===== config.mk =====
export PLATFORM = sky130hd
export DESIGN_NAME = div32by16
export DESIGN_NICKNAME = d
export VERILOG_FILES = /design/src/rtl/div_pkg.sv /design/src/rtl/div_step.sv /design/src/rtl/div32by16.sv
export SDC_FILE = /design/constraint.sdc
export NUM_CORES = 1
export LEC_CHECK = 0
export ABC_CLOCK_PERIOD_IN_PS = 4500
export CORE_MARGIN = 2
export CORE_UTILIZATION = 58
export CTS_CLUSTER_DIAMETER = 50
export CTS_CLUSTER_SIZE = 10
export DETAILED_ROUTE_END_ITERATION = 10
export MAX_ROUTING_LAYER = met4
export PLACE_DENSITY = 0.84
export SLEW_MARGIN = 20
export SYNTH_ARGS = -nofsm -noshare
export SYNTH_HDL_FRONTEND = slang
export SYNTH_SLANG_ARGS = --single-unit

===== constraint.sdc =====
create_clock -name CLK -period 4.5 [get_ports CLK]
set_input_delay 0.675 -clock CLK [delete_from_list [all_inputs] [get_ports CLK]]
set_output_delay 0.675 -clock CLK [all_outputs]
set_load 0.02 [all_outputs]

===== src/rtl/div_pkg.sv =====
// Shared definitions for the 32/16 restoring divider: widths, FSM states and
// the quotient value reported when the result cannot be represented.
package div_pkg;

    localparam int DIVIDEND_W = 32;
    localparam int DIVISOR_W  = 16;
    localparam int COUNT_W    = 4;

    localparam logic [DIVISOR_W-1:0] QUOT_SAT = 16'hFFFF;

    typedef enum logic [1:0] {
        IDLE = 2'd0,
        RUN  = 2'd1,
        DONE = 2'd2
    } div_state_t;

endpackage


===== src/rtl/div_step.sv =====
// One restoring-division iteration: shift {R,Q} left, trial-subtract B,
// keep the difference and set the new quotient bit when it does not borrow.
module div_step
    import div_pkg::*;
(
    input  logic [DIVISOR_W:0]   r,
    input  logic [DIVISOR_W-1:0] q,
    input  logic [DIVISOR_W-1:0] b,
    output logic [DIVISOR_W:0]   r_next,
    output logic [DIVISOR_W-1:0] q_next
);

    logic [DIVISOR_W:0] r_shift;
    logic [DIVISOR_W:0] diff;
    logic               take;

    assign r_shift = {r[DIVISOR_W-1:0], q[DIVISOR_W-1]};
    assign diff    = r_shift - {1'b0, b};
    // A set r[16] would mean the true shifted remainder exceeds 2^16 > B,
    // so the subtraction must be taken whatever the 17-bit borrow says.
    assign take    = r[DIVISOR_W] | ~diff[DIVISOR_W];

    always_comb begin
        r_next = r_shift;
        q_next = {q[DIVISOR_W-2:0], 1'b0};
        if (take) begin
            r_next    = {1'b0, diff[DIVISOR_W-1:0]};
            q_next[0] = 1'b1;
        end
    end

endmodule


===== src/rtl/div32by16.sv =====
// Sequential 32/16 unsigned restoring divider, one quotient bit per clock,
// with LOAD/Wait/Ready handshake and divide-by-zero / overflow detection.
module div32by16
    import div_pkg::*;
(
    input  logic                  CLK,
    input  logic                  RESET,
    input  logic                  LOAD,
    input  logic [DIVIDEND_W-1:0] A,
    input  logic [DIVISOR_W-1:0]  B,
    output logic                  Wait,
    output logic                  Ready,
    output logic [DIVISOR_W-1:0]  quotient,
    output logic [DIVISOR_W-1:0]  remainder,
    output logic                  DivZero,
    output logic                  Overflow
);

    div_state_t             state_reg, state_next;
    logic [DIVISOR_W:0]     r_reg, r_next;
    logic [DIVISOR_W-1:0]   q_reg, q_next;
    logic [DIVISOR_W-1:0]   b_reg, b_next;
    logic [COUNT_W-1:0]     cnt_reg, cnt_next;
    logic [DIVISOR_W-1:0]   quot_reg, quot_next;
    logic [DIVISOR_W-1:0]   rem_reg, rem_next;
    logic                   ready_reg, ready_next;
    logic                   divzero_reg, divzero_next;
    logic                   overflow_reg, overflow_next;

    logic [DIVISOR_W:0]     step_r;
    logic [DIVISOR_W-1:0]   step_q;
    logic [DIVISOR_W-1:0]   a_hi;
    logic [DIVISOR_W-1:0]   a_lo;

    assign a_hi = A[DIVIDEND_W-1:DIVISOR_W];
    assign a_lo = A[DIVISOR_W-1:0];

    div_step u_step (
        .r      (r_reg),
        .q      (q_reg),
        .b      (b_reg),
        .r_next (step_r),
        .q_next (step_q)
    );

    always_comb begin
        state_next    = state_reg;
        r_next        = r_reg;
        q_next        = q_reg;
        b_next        = b_reg;
        cnt_next      = cnt_reg;
        quot_next     = quot_reg;
        rem_next      = rem_reg;
        ready_next    = ready_reg;
        divzero_next  = divzero_reg;
        overflow_next = overflow_reg;

        case (state_reg)
            IDLE, DONE: begin
                if (LOAD) begin
                    ready_next    = 1'b0;
                    divzero_next  = 1'b0;
                    overflow_next = 1'b0;
                    if (B == '0) begin
                        state_next   = DONE;
                        divzero_next = 1'b1;
                        ready_next   = 1'b1;
                        quot_next    = QUOT_SAT;
                        rem_next     = a_lo;
                    end else if (a_hi >= B) begin
                        // Quotient would need more than 16 bits.
                        state_next    = DONE;
                        overflow_next = 1'b1;
                        ready_next    = 1'b1;
                        quot_next     = QUOT_SAT;
                        rem_next      = '0;
                    end else begin
                        state_next = RUN;
                        r_next     = {1'b0, a_hi};
                        q_next     = a_lo;
                        b_next     = B;
                        cnt_next   = '1;
                    end
                end
            end
            RUN: begin
                r_next   = step_r;
                q_next   = step_q;
                cnt_next = cnt_reg - COUNT_W'(1);
                if (cnt_reg == '0) begin
                    state_next = DONE;
                    quot_next  = step_q;
                    rem_next   = step_r[DIVISOR_W-1:0];
                    ready_next = 1'b1;
                end
            end
            default: state_next = IDLE;
        endcase
    end

    always_ff @(posedge CLK) begin
        if (RESET) begin
            state_reg    <= IDLE;
            r_reg        <= '0;
            q_reg        <= '0;
            b_reg        <= '0;
            cnt_reg      <= '0;
            quot_reg     <= '0;
            rem_reg      <= '0;
            ready_reg    <= 1'b0;
            divzero_reg  <= 1'b0;
            overflow_reg <= 1'b0;
        end else begin
            state_reg    <= state_next;
            r_reg        <= r_next;
            q_reg        <= q_next;
            b_reg        <= b_next;
            cnt_reg      <= cnt_next;
            quot_reg     <= quot_next;
            rem_reg      <= rem_next;
            ready_reg    <= ready_next;
            divzero_reg  <= divzero_next;
            overflow_reg <= overflow_next;
        end
    end

    assign Wait      = (state_reg == RUN);
    assign Ready     = ready_reg;
    assign quotient  = quot_reg;
    assign remainder = rem_reg;
    assign DivZero   = divzero_reg;
    assign Overflow  = overflow_reg;

endmodule


Word level (Yosys, flattened, before mapping)
Cells that the tools add are included.

word-level totals
  register bits = 90
  output and inout bits = 36
  bits of input ports = 51
  logic and storage cells = 71

operators by class
  reduce and logical (&&, ||, !) cells = 11
  bitwise operators = 4
  eq/ne operators = 7
  mux-type cells = 36
  $lt $le $gt $ge = 1
  $add $sub $neg = 2

operators with widths
  operator               count
  $mux W16               11
  $pmux W16 S2           3
  $mux W17               4
  $pmux W17 S2           1
  $sub A17 B16 Y17       1
  $ge A16 B16 Y1         1
  $logic_not A16 Y1      1
  $mux W4                3
  $reduce_and A4 Y1      3
  $mux W2                4
  $pmux W4 S2            1
  $mux W1                7
  $ne A2 B2 Y1 const B   3
  $logic_not A4 Y1       1
  $pmux W2 S2            1
  $reduce_and A2 Y1      2
  $sub A4 B1 Y4 const B  1
  $ne A3 B3 Y1 const B   1
  $not A1 Y1             3
  $reduce_and A3 Y1      1
  $eq A2 B1 Y1 const B   1
  $eq A2 B2 Y1 const B   1
  $logic_not A2 Y1       1
  $ne A2 B1 Y1 const B   1
  other kinds (4)        4

Depth between registers and ports, before layout
  depth in word-level cells = 6
  gate-level depth with buffers = 12
  gate-level depth less buffers = 10

By module
Synthesis repeated with hierarchy kept, for this count alone.

second synthesis, totals
  cells, all modules = 691
  area total of the unflattened synthesis = 5690.5 sq um

by module, submodules not included
  module     times used  seq. area each (sq um)  cells each  area an instance (sq um)
  div32by16  1           1801.7                  526         4395.5
  div_step   1           0.0                     165         1295.0

Worst setup path before layout
No wires, ideal clock.

  kind = in2reg
  start point = input port B[2]
  end point = register state_reg[1]
  slack = 1809 ps
  stages = 11
  setup time = 128 ps
  required time = 4372 ps
  buffers on the path = 2
  data arrival time = 2563 ps
  cells stage by stage = inv_1 > ha_1 > a21o_1 > a31oi_1 > o21ai_1 > a31o_2 > o41a_1 > buf_2 > clkbuf_1 > a21oi_1 > nor2_1

between the ends
  word-level cells in the longest chain between the ends = 5
  elaborated cells on any way between the ends = 6
  those cells by class = 1 x order compare; 4 x mux; 1 x reduce/logical

RTL lines
  item                  line              RTL
  start, declared       div32by16.sv:10   input logic [DIVISOR_W-1:0] B,
  $ge A16 B16 Y1        div32by16.sv:70   end else if (a_hi >= B) begin
  $mux W2               div32by16.sv:70
  $mux W2 (*)           div32by16.sv:64   if (B == '0) begin
  $mux W2 (*)           div32by16.sv:60   if (LOAD) begin
  $pmux W2 S2 (*)       div32by16.sv:58   case (state_reg)
  end signal, assigned  div32by16.sv:114  state_reg <= state_next;
  end, declared         div32by16.sv:19   div_state_t state_reg, state_next;

Every way passes the cells marked *; elsewhere a longest branch is shown, timed or not. The select of a mux whose other input is x is not followed.
A chain may end at the register's enable or synchronous reset.

Worst setup path after layout
  start point = register q_reg[15]
  end point = register rem_reg[10] (netlist: remainder[10])

between the ends
  word-level cells in the longest chain between the ends = 6

RTL lines
  item                    line              RTL
  start, declared         div32by16.sv:21   logic [DIVISOR_W-1:0] q_reg, q_next;
  start signal, assigned  div32by16.sv:116  q_reg <= q_next;
  $sub A17 B16 Y17 (*)    div_step.sv:18    assign diff = r_shift - {1'b0, b};
  $not A1 Y1              div_step.sv:21    assign take = r[DIVISOR_W] | ~diff[DIVISOR_W];
  $or A1 B1 Y1            div_step.sv:21
  $mux W17 (*)            div_step.sv:26    if (take) begin
  $mux W16 (*)            div32by16.sv:90   if (cnt_reg == '0) begin
  $pmux W16 S2 (*)        div32by16.sv:58
  end signal, assigned    div32by16.sv:120  rem_reg <= rem_next;
  end, declared           div32by16.sv:25   logic [DIVISOR_W-1:0] rem_reg, rem_next;

Marks and branches as above.

==> reports/results.ini <==
[run_status]
status = completed

[cells_and_area]
stdcell_count = 830
fill_cells = 722
multi_input_area_mm2 = 0.003012
synthToLayoutAreaGrowth_pct = 20.69
diodes = 0
layout.area.seq_mm2 = 0.001802
largest_reg_flops = 17
nNetsFinal = 803
drive_gt1_frac = 0.05125

[cts]
htree_levels = 3
cts_tree = yes
cts.clk_slew.worst_paths_ps = 90
postCtsSetupBuffers = 0
cts-hold-fix-buffers = 0
cts_buffers = 9
clkLatencyLatePin_ps = 370
ctsResizeCount = 0
clock_sinks = 90
root_buffer = clkbuf_8
clock_path_buffers = 2

[worst_setup_path]
end_kind = register
path_class = register to register
worstPathRequired_ps = 4710
max_stage_delay_ps = 620
crit_path_frequent_cell = a21o_1
cp-start-kind = register
path_cells = inv_1, ha_1, fa_1, nand2b_1, a21o_1, a21bo_2, a211oi_4, a21o_1, mux2i_1, a311oi_1
critPathArrivalTime_ps = 3700
path_max_fanout = 15
cpMaxStageDelayCell = a21o_1

[synthesis]
yosysWarningCount = 0
ys_seq_area_frac = 0.3510
synthCells = 657
synth_seq_cells = 90
syn-num-nets = 742
synth_ff_type = dfxtp_1
ys_async_sr_fraction = 0
synth_edf_count = 0
synth.avg_cell_area_um2 = 7.814
synth_area_mm2 = 0.005134
synth_cell_types = 55

[power_and_ir_drop]
ir_drop_mv = 0.2393
p_per_area_mw_per_mm2 = 421.7
p_total_mw = 2.613
power.leakage_nw = 2.363

[drt]
vias = 5087
drt_first_pass_iters = 5
avgRoutedWirePerCell_um = 17.33
viasPerCell = 6.129
drc = 0
drt-total-wl_um = 14380
ant_nets = 0
drt_iter0_drc = 490

[sta]
tightest_slew_ps = 738.5
clock_skew_ps = 18.07
fin_setup_tns_ps = 0
finalHoldViolations = 0
relSlewSlack = 0.5076
setup_viol = 0
fmax_ghz = 0.2865
min_period_ps = 3491
rsz0062_at_grt = no
drv_slew = 0
fin_crit_sh = 0.7757

[floorplan]
die_w_um = 98.08
io_pins = 87
dieArea_mm2 = 0.009620
floorplan.initialDensity = 0.5945
rows = 34
fp.coreArea_mm2 = 0.008636
die_h_um = 98.08

[global_routing]
grt_pass1_vias = 4699
antenna_found_initial = 0
track_usage = 0.3060
grt_pass1_wl_um = 23200
grt_max_degree = 66
grt-ovfl-total = 0

[placed_design]
routabilityCongestion = 1.012
place_inst = 815
place_hpwl_um = 10740
io_buffers = 86

[worst_hold_path]
hold_class = register to register

[flow_run]
drv_cap = 0

-- cell type report --
| type | instances | area share |
|---|---|---|
| multi-input combinational | 487 | 0.4861 |
| sequential | 90 | 0.2908 |
| timing repair buffer | 93 | 0.1470 |
| inverter | 37 | 0.02242 |
| tap | 108 | 0.02181 |
| clock buffer | 9 | 0.01999 |
| clock inverter | 6 | 0.01191 |
-- report_power, final --
group	internal, mW	switching (mW)
clock	0.262	0.310
sequential	0.896	0.0670
combinational	0.446	0.632
total	1.60	1.01
-- kinds of logic (layout without fill, tap and decap cells) --
family | after synthesis | count (layout) | synth area share
fa+ha+maj | 34 | 34 | 0.08433
simple gates | 249 | 249 | 0.2094
flops | 90 | 90 | 0.3510
buf+inv | 80 | 145 | 0.06483
xor+xnor | 7 | 7 | 0.01194
mux | 11 | 11 | 0.02437
compound gates | 186 | 186 | 0.2542
-- cells in the final DEF (no fill, tap or decap), types with 6 or more instances in the layout --
master and count:
nand2_1 110, o21ai_0 19, inv_1 37, nor2_1 67, nand3_1 25, a31oi_1 23, ha_1 33, nor4_1 6
o21a_1 7, nand4_1 6, clkbuf_8 9, nor3_1 11, a311oi_1 27, a21oi_1 44, clkdlybuf4s50_1 85, and2_1 6
a21o_1 16, a211oi_1 22, mux2i_1 8, dfxtp_1 90, buf_4 8, nand2b_1 9
-- routing by layer --
layer,track usage,part of all wire
met5,-,0
met4,0.09615,0.019
met2,0.4895,0.48
met3,0.05225,0.060
met1,0.3971,0.44
-- worst max-delay path: cells and delay by family (launching register included) --
family,cells,cell delay (ps)
AOI/OAI and AO/OA,5,1650
and+or+nand+nor,1,210
muxes,1,450
DFF,1,350
buffers and inverters,1,70
adders and majority gates,2,620
-- synthesized netlist by cell type, types with 3 or more instances --
cell | count | area, um^2
nor3_1 | 11 | 55.05
a311oi_2 | 3 | 45.04
nand2_1 | 110 | 412.9
a311oi_1 | 27 | 236.5
clkbuf_1 | 34 | 127.6
nor2_1 | 67 | 251.5
a21o_1 | 16 | 120.1
a211oi_1 | 22 | 165.2
nand3_1 | 25 | 125.1
buf_2 | 4 | 20.02
mux2_4 | 3 | 45.04
a21oi_1 | 44 | 220.2
dfxtp_1 | 90 | 1802
nand2b_1 | 10 | 62.56
nand4_1 | 6 | 37.54
xor2_1 | 4 | 35.03
o21ai_0 | 19 | 95.09
a31oi_1 | 23 | 143.9
mux2i_1 | 8 | 80.08
o211ai_1 | 3 | 22.52
and2_1 | 6 | 37.54
ha_1 | 33 | 412.9
nor4_1 | 6 | 37.54
xnor2_1 | 3 | 26.28
inv_1 | 37 | 138.9
o21a_1 | 7 | 52.55
-- final timing paths --
path / start / endpoint / slack [ps] / cells after the start
setup reg to reg: q_reg[15]$_SDFFE_PP0P_ / remainder[10]$_SDFFE_PP0P_ / 1010 / 10
hold reg to reg: b_reg[12]$_SDFFE_PP0P_ / b_reg[12]$_SDFFE_PP0P_ / 460 / 2
hold / removal: b_reg[12]$_SDFFE_PP0P_ / b_reg[12]$_SDFFE_PP0P_ / 460 / 2
setup / recovery: q_reg[15]$_SDFFE_PP0P_ / remainder[10]$_SDFFE_PP0P_ / 1010 / 10
-- metrics by stage --
stage	utilization	cell area, um^2	hold WS [ps]	worst slack (ps)
final	0.7175	6196	458.1	1009
after global routing	0.7175	6196	491.6	857.4
after CTS	0.7162	6185	460.8	943.1
after detailed placement	0.6933	5987	447.7	620.2
after global placement	0.6933	5987	446.0	788.6
after floorplan	-	5134	436.3	1809
No activity file was read; power rests on OpenSTA's default activity.
